===== config.mk =====
export PLATFORM = sky130hd
export DESIGN_NAME = keypad_matrix_emulator_flat
export DESIGN_NICKNAME = d
export VERILOG_FILES = /design/src/rtl/keypad_matrix_emulator_if.sv /design/src/rtl/keypad_matrix_emulator.sv /design/src/flat_wrapper.sv
export SDC_FILE = /design/constraint.sdc
export NUM_CORES = 1
export LEC_CHECK = 0
export ABC_AREA = 1
export BUFFER_PORTS_ARGS = -buffer_cell sky130_fd_sc_hd__buf_4
export CAP_MARGIN = 20
export CORE_MARGIN = 3
export CORE_UTILIZATION = 32
export DETAILED_ROUTE_END_ITERATION = 8
export GPL_TIMING_DRIVEN = 0
export PLACE_DENSITY = 0.58
export SLEW_MARGIN = 40
export SYNTH_ARGS = -nofsm -noshare
export SYNTH_HDL_FRONTEND = slang
export SYNTH_SLANG_ARGS = --single-unit

===== constraint.sdc =====
create_clock -name clk -period 2.7 [get_ports clk]
set_input_delay 0.54 -clock clk [delete_from_list [all_inputs] [get_ports clk]]
set_output_delay 0.54 -clock clk [all_outputs]
set_load 0.02 [all_outputs]

===== src/rtl/keypad_matrix_emulator_if.sv =====
// Command and matrix lines of the keypad emulator.
// The master side is the self-test sequencer and row scanner; the slave side is the emulator.
interface keypad_matrix_emulator_if;
  logic [3:0] kr_sel;
  logic       cmd_valid;
  logic [3:0] cmd_code;
  logic       cmd_ready;
  logic [3:0] kc_sel;
  logic       busy;
  logic       done;
  logic       contact;

  modport master (
    output kr_sel, cmd_valid, cmd_code,
    input  cmd_ready, kc_sel, busy, done, contact
  );

  modport slave (
    input  kr_sel, cmd_valid, cmd_code,
    output cmd_ready, kc_sel, busy, done, contact
  );
endinterface


===== src/rtl/keypad_matrix_emulator.sv =====
// Emulates a single key closure on a 4x4 active-low matrix: optional contact chatter,
// then hold and release phases timed in full row sweeps of the external scanner.
module kme_col_drv (
  input  logic contact,
  input  logic hit,
  input  logic row_on,
  output logic kc
);
  assign kc = ~(contact & hit & row_on);
endmodule

module keypad_matrix_emulator #(
  parameter int HOLD_SCANS = 4,
  parameter int GAP_SCANS  = 2,
  parameter int BOUNCE_CYC = 0
) (
  input logic                      clk,
  input logic                      rst,
  keypad_matrix_emulator_if.slave  kif
);
  typedef enum logic [1:0] {IDLE, BOUNCE, PRESS, RELEASE} state_t;

  typedef struct packed {
    logic [1:0] row;
    logic [1:0] col;
  } key_t;

  localparam logic [7:0]  HOLD_LAST = 8'(HOLD_SCANS - 1);
  localparam logic [7:0]  GAP_LAST  = 8'(GAP_SCANS - 1);
  localparam logic [15:0] BNC_LAST  = 16'((BOUNCE_CYC > 0) ? BOUNCE_CYC - 1 : 0);

  state_t      state_q, state_d;
  key_t        code_q, code_d;
  logic        contact_q, contact_d;
  logic [7:0]  hold_q, hold_d;
  logic [7:0]  gap_q, gap_d;
  logic [15:0] bnc_q, bnc_d;
  logic [3:0]  prev_kr;
  logic        sweep;
  logic        accept;
  logic        done_c;
  logic [3:0]  kc;

  // A sweep is the arrival of the row-0 strobe; a long-held strobe counts once.
  assign sweep  = (kif.kr_sel == 4'b1110) && (prev_kr != 4'b1110);
  assign accept = kif.cmd_valid && (state_q == IDLE);

  always_ff @(posedge clk) begin
    if (rst) begin
      state_q   <= IDLE;
      code_q    <= '0;
      contact_q <= 1'b0;
      hold_q    <= '0;
      gap_q     <= '0;
      bnc_q     <= '0;
      prev_kr   <= 4'hF;
    end else begin
      state_q   <= state_d;
      code_q    <= code_d;
      contact_q <= contact_d;
      hold_q    <= hold_d;
      gap_q     <= gap_d;
      bnc_q     <= bnc_d;
      prev_kr   <= kif.kr_sel;
    end
  end

  always_comb begin
    state_d   = state_q;
    code_d    = code_q;
    contact_d = contact_q;
    hold_d    = hold_q;
    gap_d     = gap_q;
    bnc_d     = bnc_q;
    done_c    = 1'b0;
    case (state_q)
      IDLE: begin
        contact_d = 1'b0;
        if (accept) begin
          code_d    = kif.cmd_code;
          hold_d    = '0;
          gap_d     = '0;
          bnc_d     = '0;
          contact_d = 1'b1;
          state_d   = (BOUNCE_CYC > 0) ? BOUNCE : PRESS;
        end
      end
      BOUNCE: begin
        bnc_d = (bnc_q == 16'hFFFF) ? bnc_q : bnc_q + 16'd1;
        // The last chatter cycle hands over to a solid closure.
        if (bnc_q >= BNC_LAST) begin
          state_d   = PRESS;
          contact_d = 1'b1;
        end else begin
          contact_d = ~contact_q;
        end
      end
      PRESS: begin
        contact_d = 1'b1;
        if (sweep) begin
          hold_d = (hold_q == 8'hFF) ? hold_q : hold_q + 8'd1;
          if (hold_q >= HOLD_LAST) begin
            state_d   = RELEASE;
            contact_d = 1'b0;
            gap_d     = '0;
          end
        end
      end
      RELEASE: begin
        contact_d = 1'b0;
        if (sweep) begin
          gap_d = (gap_q == 8'hFF) ? gap_q : gap_q + 8'd1;
          if (gap_q >= GAP_LAST) begin
            state_d = IDLE;
            done_c  = 1'b1;
          end
        end
      end
      default: state_d = IDLE;
    endcase
  end

  // Only the target row strobe matters, so multiple low rows behave like a real matrix.
  for (genvar c = 0; c < 4; c++) begin : g_col
    kme_col_drv u_col (
      .contact (contact_q),
      .hit     (code_q.col == 2'(c)),
      .row_on  (~kif.kr_sel[code_q.row]),
      .kc      (kc[c])
    );
  end

  assign kif.kc_sel    = kc;
  assign kif.cmd_ready = (state_q == IDLE);
  assign kif.busy      = (state_q != IDLE);
  assign kif.done      = done_c & ~rst;
  assign kif.contact   = contact_q;
endmodule


===== src/flat_wrapper.sv =====
// flat-port wrapper written by rule: the top's interface ports become plain ports
module keypad_matrix_emulator_flat 
#(
  parameter int HOLD_SCANS = 4,
  parameter int GAP_SCANS  = 2,
  parameter int BOUNCE_CYC = 0
)
  (clk, rst, kif_kr_sel, kif_cmd_valid, kif_cmd_code, kif_cmd_ready, kif_kc_sel, kif_busy, kif_done, kif_contact);
  keypad_matrix_emulator_if kif_i ();
  input logic clk;
  input logic rst;
  input wire logic [$bits(kif_i.kr_sel)-1:0] kif_kr_sel;
  input wire logic [$bits(kif_i.cmd_valid)-1:0] kif_cmd_valid;
  input wire logic [$bits(kif_i.cmd_code)-1:0] kif_cmd_code;
  output wire logic [$bits(kif_i.cmd_ready)-1:0] kif_cmd_ready;
  output wire logic [$bits(kif_i.kc_sel)-1:0] kif_kc_sel;
  output wire logic [$bits(kif_i.busy)-1:0] kif_busy;
  output wire logic [$bits(kif_i.done)-1:0] kif_done;
  output wire logic [$bits(kif_i.contact)-1:0] kif_contact;
  assign kif_i.kr_sel = kif_kr_sel;
  assign kif_i.cmd_valid = kif_cmd_valid;
  assign kif_i.cmd_code = kif_cmd_code;
  assign kif_cmd_ready = kif_i.cmd_ready;
  assign kif_kc_sel = kif_i.kc_sel;
  assign kif_busy = kif_i.busy;
  assign kif_done = kif_i.done;
  assign kif_contact = kif_i.contact;
  keypad_matrix_emulator #(.HOLD_SCANS(HOLD_SCANS), .GAP_SCANS(GAP_SCANS), .BOUNCE_CYC(BOUNCE_CYC)) u_core (.clk(clk), .rst(rst), .kif(kif_i));
endmodule

* Word-level counts from Yosys, hierarchy flattened *
Index checks and enable logic that the tools add are counted.

word-level totals
  register bits after elaboration = 43
  input port bits = 11
  output and inout port bits = 8

operators by class
  $add $sub $neg = 3
  order comparisons = 4
  equal/unequal tests = 20
  multiplexer cells = 29
  bitwise logic cells = 16
  reductions and logical operators = 13

operators with widths
  kind                     count
  $mux W8                  7
  $mux W16                 2
  $pmux W16 S2             1
  $pmux W8 S3              1
  $add A16 B1 Y16 const B  1
  $add A8 B1 Y8 const B    2
  $eq A16 B16 Y1 const B   1
  $eq A8 B8 Y1 const B     2
  $ge A16 B1 Y1 const B    1
  $pmux W8 S2              1
  $mux W2                  6
  $ne A2 B1 Y1 const B     6
  $reduce_and A6 Y1        2
  $and A1 B1 Y1            9
  $eq A2 B2 Y1 const B     4
  $ge A8 B1 Y1 const B     1
  $ge A8 B2 Y1 const B     1
  $mux W1                  8
  $pmux W2 S4              1
  $not A1 Y1               7
  $ne A2 B2 Y1 const B     3
  $reduce_bool A2 Y1       3
  $eq A2 B1 Y1 const B     2
  $eq A4 B4 Y1 const B     1
  10 further kinds         12

* Logic depth before layout (Yosys ltp) *
  depth after elaboration = 5
  gate-level depth with buffers = 12

* Modules after synthesis *
From an unflattened synthesis, not the netlist that was laid out.

unflattened totals
  cell total of the unflattened synthesis = 253
  area total of the unflattened synthesis = 1,680.4 sq um

modules (own cells, without submodules)
  module                  times used  cells an instance  area each (sq um)
  keypad_matrix_emulator  1           249                1,660.3
  kme_col_drv             4           1                  5.0

* Least setup slack after synthesis *
OpenSTA, ideal clock, no wires.

  path type = input port to output port
  from = in kif_kr_sel[0]
  to = out kif_done
  data arrival time = 1.453 ns
  data required time = 2.160 ns
  path slack = 0.707 ns
  stages = 6
  buffers on the path = 0
  path through = inv_1 > nand2_1 > nor2_1 > nand2_1 > o21bai_1 > nor3_1

on the way
  longest elaborated chain between the ends = 5

RTL lines
  item                 RTL line                       RTL
  start: declaration   flat_wrapper.sv:12             input wire logic [$bits(kif_i.kr_sel)-1:0] kif_kr_sel;
  $eq A4 B4 Y1         keypad_matrix_emulator.sv:45   assign sweep = (kif.kr_sel == 4'b1110) && (prev_kr != 4'b1110);
  $logic_and A1 B1 Y1  keypad_matrix_emulator.sv:45
  $mux W1              keypad_matrix_emulator.sv:111  if (sweep) begin
  $mux W1              keypad_matrix_emulator.sv:76   case (state_q)
  $and A1 B1 Y1        keypad_matrix_emulator.sv:136  assign kif.done = done_c & ~rst;
  end: declaration     flat_wrapper.sv:18             output wire logic [$bits(kif_i.done)-1:0] kif_done;

Every way passes these cells.

* Worst setup path in the final report *
  from = reg u_core.code_q[2] (netlist bit)
  to = out kif_kc_sel[2]

on the way
  longest elaborated chain between the ends = 5

RTL lines
  item                           RTL line                       RTL
  start: declaration             keypad_matrix_emulator.sv:33   key_t code_q, code_d;
  start signal: assignment       keypad_matrix_emulator.sv:59   code_q <= code_d;
  $bmux W1 S2                    keypad_matrix_emulator.sv:128  .row_on (~kif.kr_sel[code_q.row]),
  $mux W1 (implied by the code)  keypad_matrix_emulator.sv:128
  $not A1 Y1                     keypad_matrix_emulator.sv:128
  $and A1 B1 Y1                  keypad_matrix_emulator.sv:9    assign kc = ~(contact & hit & row_on);
  $not A1 Y1                     keypad_matrix_emulator.sv:9
  end: declaration               flat_wrapper.sv:16             output wire logic [$bits(kif_i.kc_sel)-1:0] kif_kc_sel;

Every way passes these cells. The select of a mux whose other input is x is not followed.

==> impl_metrics.yaml <==
outcome:
  outcome: "finished clean"
cells_and_area:
  syn2layout_area_growth_pct: 16.5
  regArea_um2: 541
  multiInputGateArea_um2: 875
  final_area_um2: 1850
  fillCellCount: 494
  antenna_cells: 0
  nets: 287
  drive_gt1_share_pct: 16.2
detailed_routing:
  drt_iter0_drc: 64
  routed_wl_um: 3380
  ant_nets: 0
  via_per_inst: 4.52
  drcViolationCount: 0
  wl_per_cell_um: 10.1
  num_vias: 1519
  drt_pre_antenna_iters: 4
cts:
  ctsHoldBuffers: 0
  cts.sinks: 27
  clock_latency_ns: 0.27
  cts_setup_buffers: 0
  cts-root-buf: "clkbuf_8"
  cts_buffers: 3
  cts_resized: 0
  clock_path_buffers: 2
  cts_tree: "yes"
  htree_levels: 1
  clkTransAtPathRegs_ns: 0.09
worst_hold_path:
  hp-class: "in -> reg"
  min_from: "kif_kr_sel[0]"
sta:
  tightestPinTransition_ns: 0.497
  finalCritPeriodShare_pct: 80.1
  setup_viol: 0
  final-hold-violation-count: 0
  skew_ns: 0.00184
  drv_slew: 0
  fin_crit_ns: 2.16
  setup_tns_ns: 0
  rsz0062_at_grt: "no"
  fmax_mhz: 463
  relSlewSlack_pct: 66.9
die:
  fp.dieH_um: 76.4
  pin_count: 19
  die_x_um: 76.4
  rows: 24
  initial_core_util_pct: 34.7
  die_area_um2: 5830
  coreArea_um2: 4560
pwr:
  vdd_drop_max_uv: 188
  p_leak_nw: 0.826
  power_density_nw_per_um2: 438
synthesis:
  synthTopCellsByCount: "nand2_1 (71), nor2_1 (42), dfxtp_1 (27), inv_1 (25), a21oi_1 (15)"
  ys.flop_type: "dfxtp_1"
  syn_inst: 249
  synth_mux_area_share_pct: 0
  yosysTopAreaCellShare_pct: 34.1
  synth_top_family_by_area: "simple AND/OR/NAND/NOR gates"
  yosys_warnings: 0
  syn_area_per_cell_um2: 6.37
  synth_top_area_cell: "dfxtp_1"
  synth_edf_count: 0
  synth_compound_area_share_pct: 10.3
  syn_area_um2: 1590
  synth-simple-area-share_pct: 40.6
  yosys.cell_types.count: 29
  synth-adder-area-share_pct: 3.16
  synth_xor_area_share_pct: 1.10
  synth-seq-area-share_pct: 34.1
  synth-seq-cells: 27
  synthTopCellsByArea: "dfxtp_1 (34%), nand2_1 (17%), nor2_1 (9.9%)"
  synth.most_common_cell: "nand2_1"
  synth_fp_nets: 264
  async_flop_share_pct: 0
worst_setup_path:
  cp_max_fo: 5
  cp-startpoint: "u_core.code_q[2]"
  endpoint_kind: "output pin"
  start_kind: "flop"
  worstSetupPathType: "reg -> out"
  rrSetupSlack_ns: 1.04
  cp.required_ns: 2.16
  cp.arrival_ns: 1.62
  rr_startpoint: "u_core.hold_q[0]"
grt:
  grt_max_degree: 15
  grt_pass1_vias: 1316
  grt_overflow: 0
  antenna_found_initial: 0
  grt_usage_pct: 12.2
  grt_pass1_wl_um: 5900
placement:
  place_congestion: 0.819
  placedInstanceArea_um2: 1800
  port_buffers: 18
  hpwl_um: 2550
run:
  maxCapViolCount: 0
==> where the power goes <==
| part | switching (W) | total, W | internal [W] |
|---|---|---|---|
| clock network | 0.000128 | 0.000234 | 0.000106 |
| logic | 0.0000819 | 0.000138 | 0.0000556 |
| registers | 0.0000195 | 0.000438 | 0.000419 |
| total | 0.000229 | 0.000810 | 0.000580 |
==> state kept, by name (all words and copies together) (netlist names) <==
register	cells
u_core.hold_q	8
u_core.code_q	4
u_core.prev_kr	4
u_core.state_q	2
u_core.kif.contact	1
u_core.gap_q	8
==> critical path, cell delays in order, from the launching register on <==
cell	delay, ns
dfxtp_1	0.35
or2_2	0.30
a21oi_1	0.28
nand4_1	0.13
buf_4	0.15
buf_4	0.14
==> area by class of cell <==
cell class / count / share of cell area [%]
multi-input cells: 185 / 47.4
flip-flops and latches: 27 / 29.3
repair buffers: 18 / 7.32
inverters: 30 / 6.50
well taps: 65 / 4.40
plain buffers: 7 / 2.71
clock buffers: 4 / 2.44
==> routing by layer <==
metal	vias to the layer above	part of all wire (%)	GRT usage [%]
li1	826	-	-
met1	643	52	17.0
met2	46	40	18.1
met3	4	5.9	2.13
met4	0	1.8	5.62
met5	-	0	0
==> final timing paths <==
path,endpoint,cells past startpoint
hold reg to reg,u_core.gap_q[6],2
setup reg to reg,u_core.hold_q[6],8
setup / recovery,kif_kc_sel[2],5
hold / removal,u_core.prev_kr[0],3
==> cells in the final DEF (no fill, tap or decap), drive strengths merged <==
cell type  count
nand2         77
nor2          44
inv           28
dfxtp         27
buf           24
a21oi         16
nand3         13
nand4         10
o21ai         10
clkbuf         5
ha             4
o21bai         2
nor3           2
or2            2
xor2           2
clkinv         2
o22ai          1
nand3b         1
nor3b          1
==> logic make-up (layout without fill, tap and decap cells) <==
family,count (synthesis),in the layout
AOI/OAI and AO/OA,29,29
xor gates and xnor gates,2,2
adders and majority gates,4,4
buffers and inverters,37,59
DFF,27,27
and+or+nand+nor,150,150
==> metrics by stage <==
stage	hold slack [ns]	total power, W	cells	worst slack (ns)	util [%]
after floorplan	0.469	0.000542	249	0.707	-
after global placement	0.491	0.000586	332	0.529	39.5
after detailed placement	0.500	0.000586	332	0.534	39.5
after CTS	0.464	0.000822	336	0.506	40.5
after global routing	0.454	0.000862	336	0.396	40.5
final	0.467	0.000810	336	0.539	40.5
(Power assumes the default switching activity.)
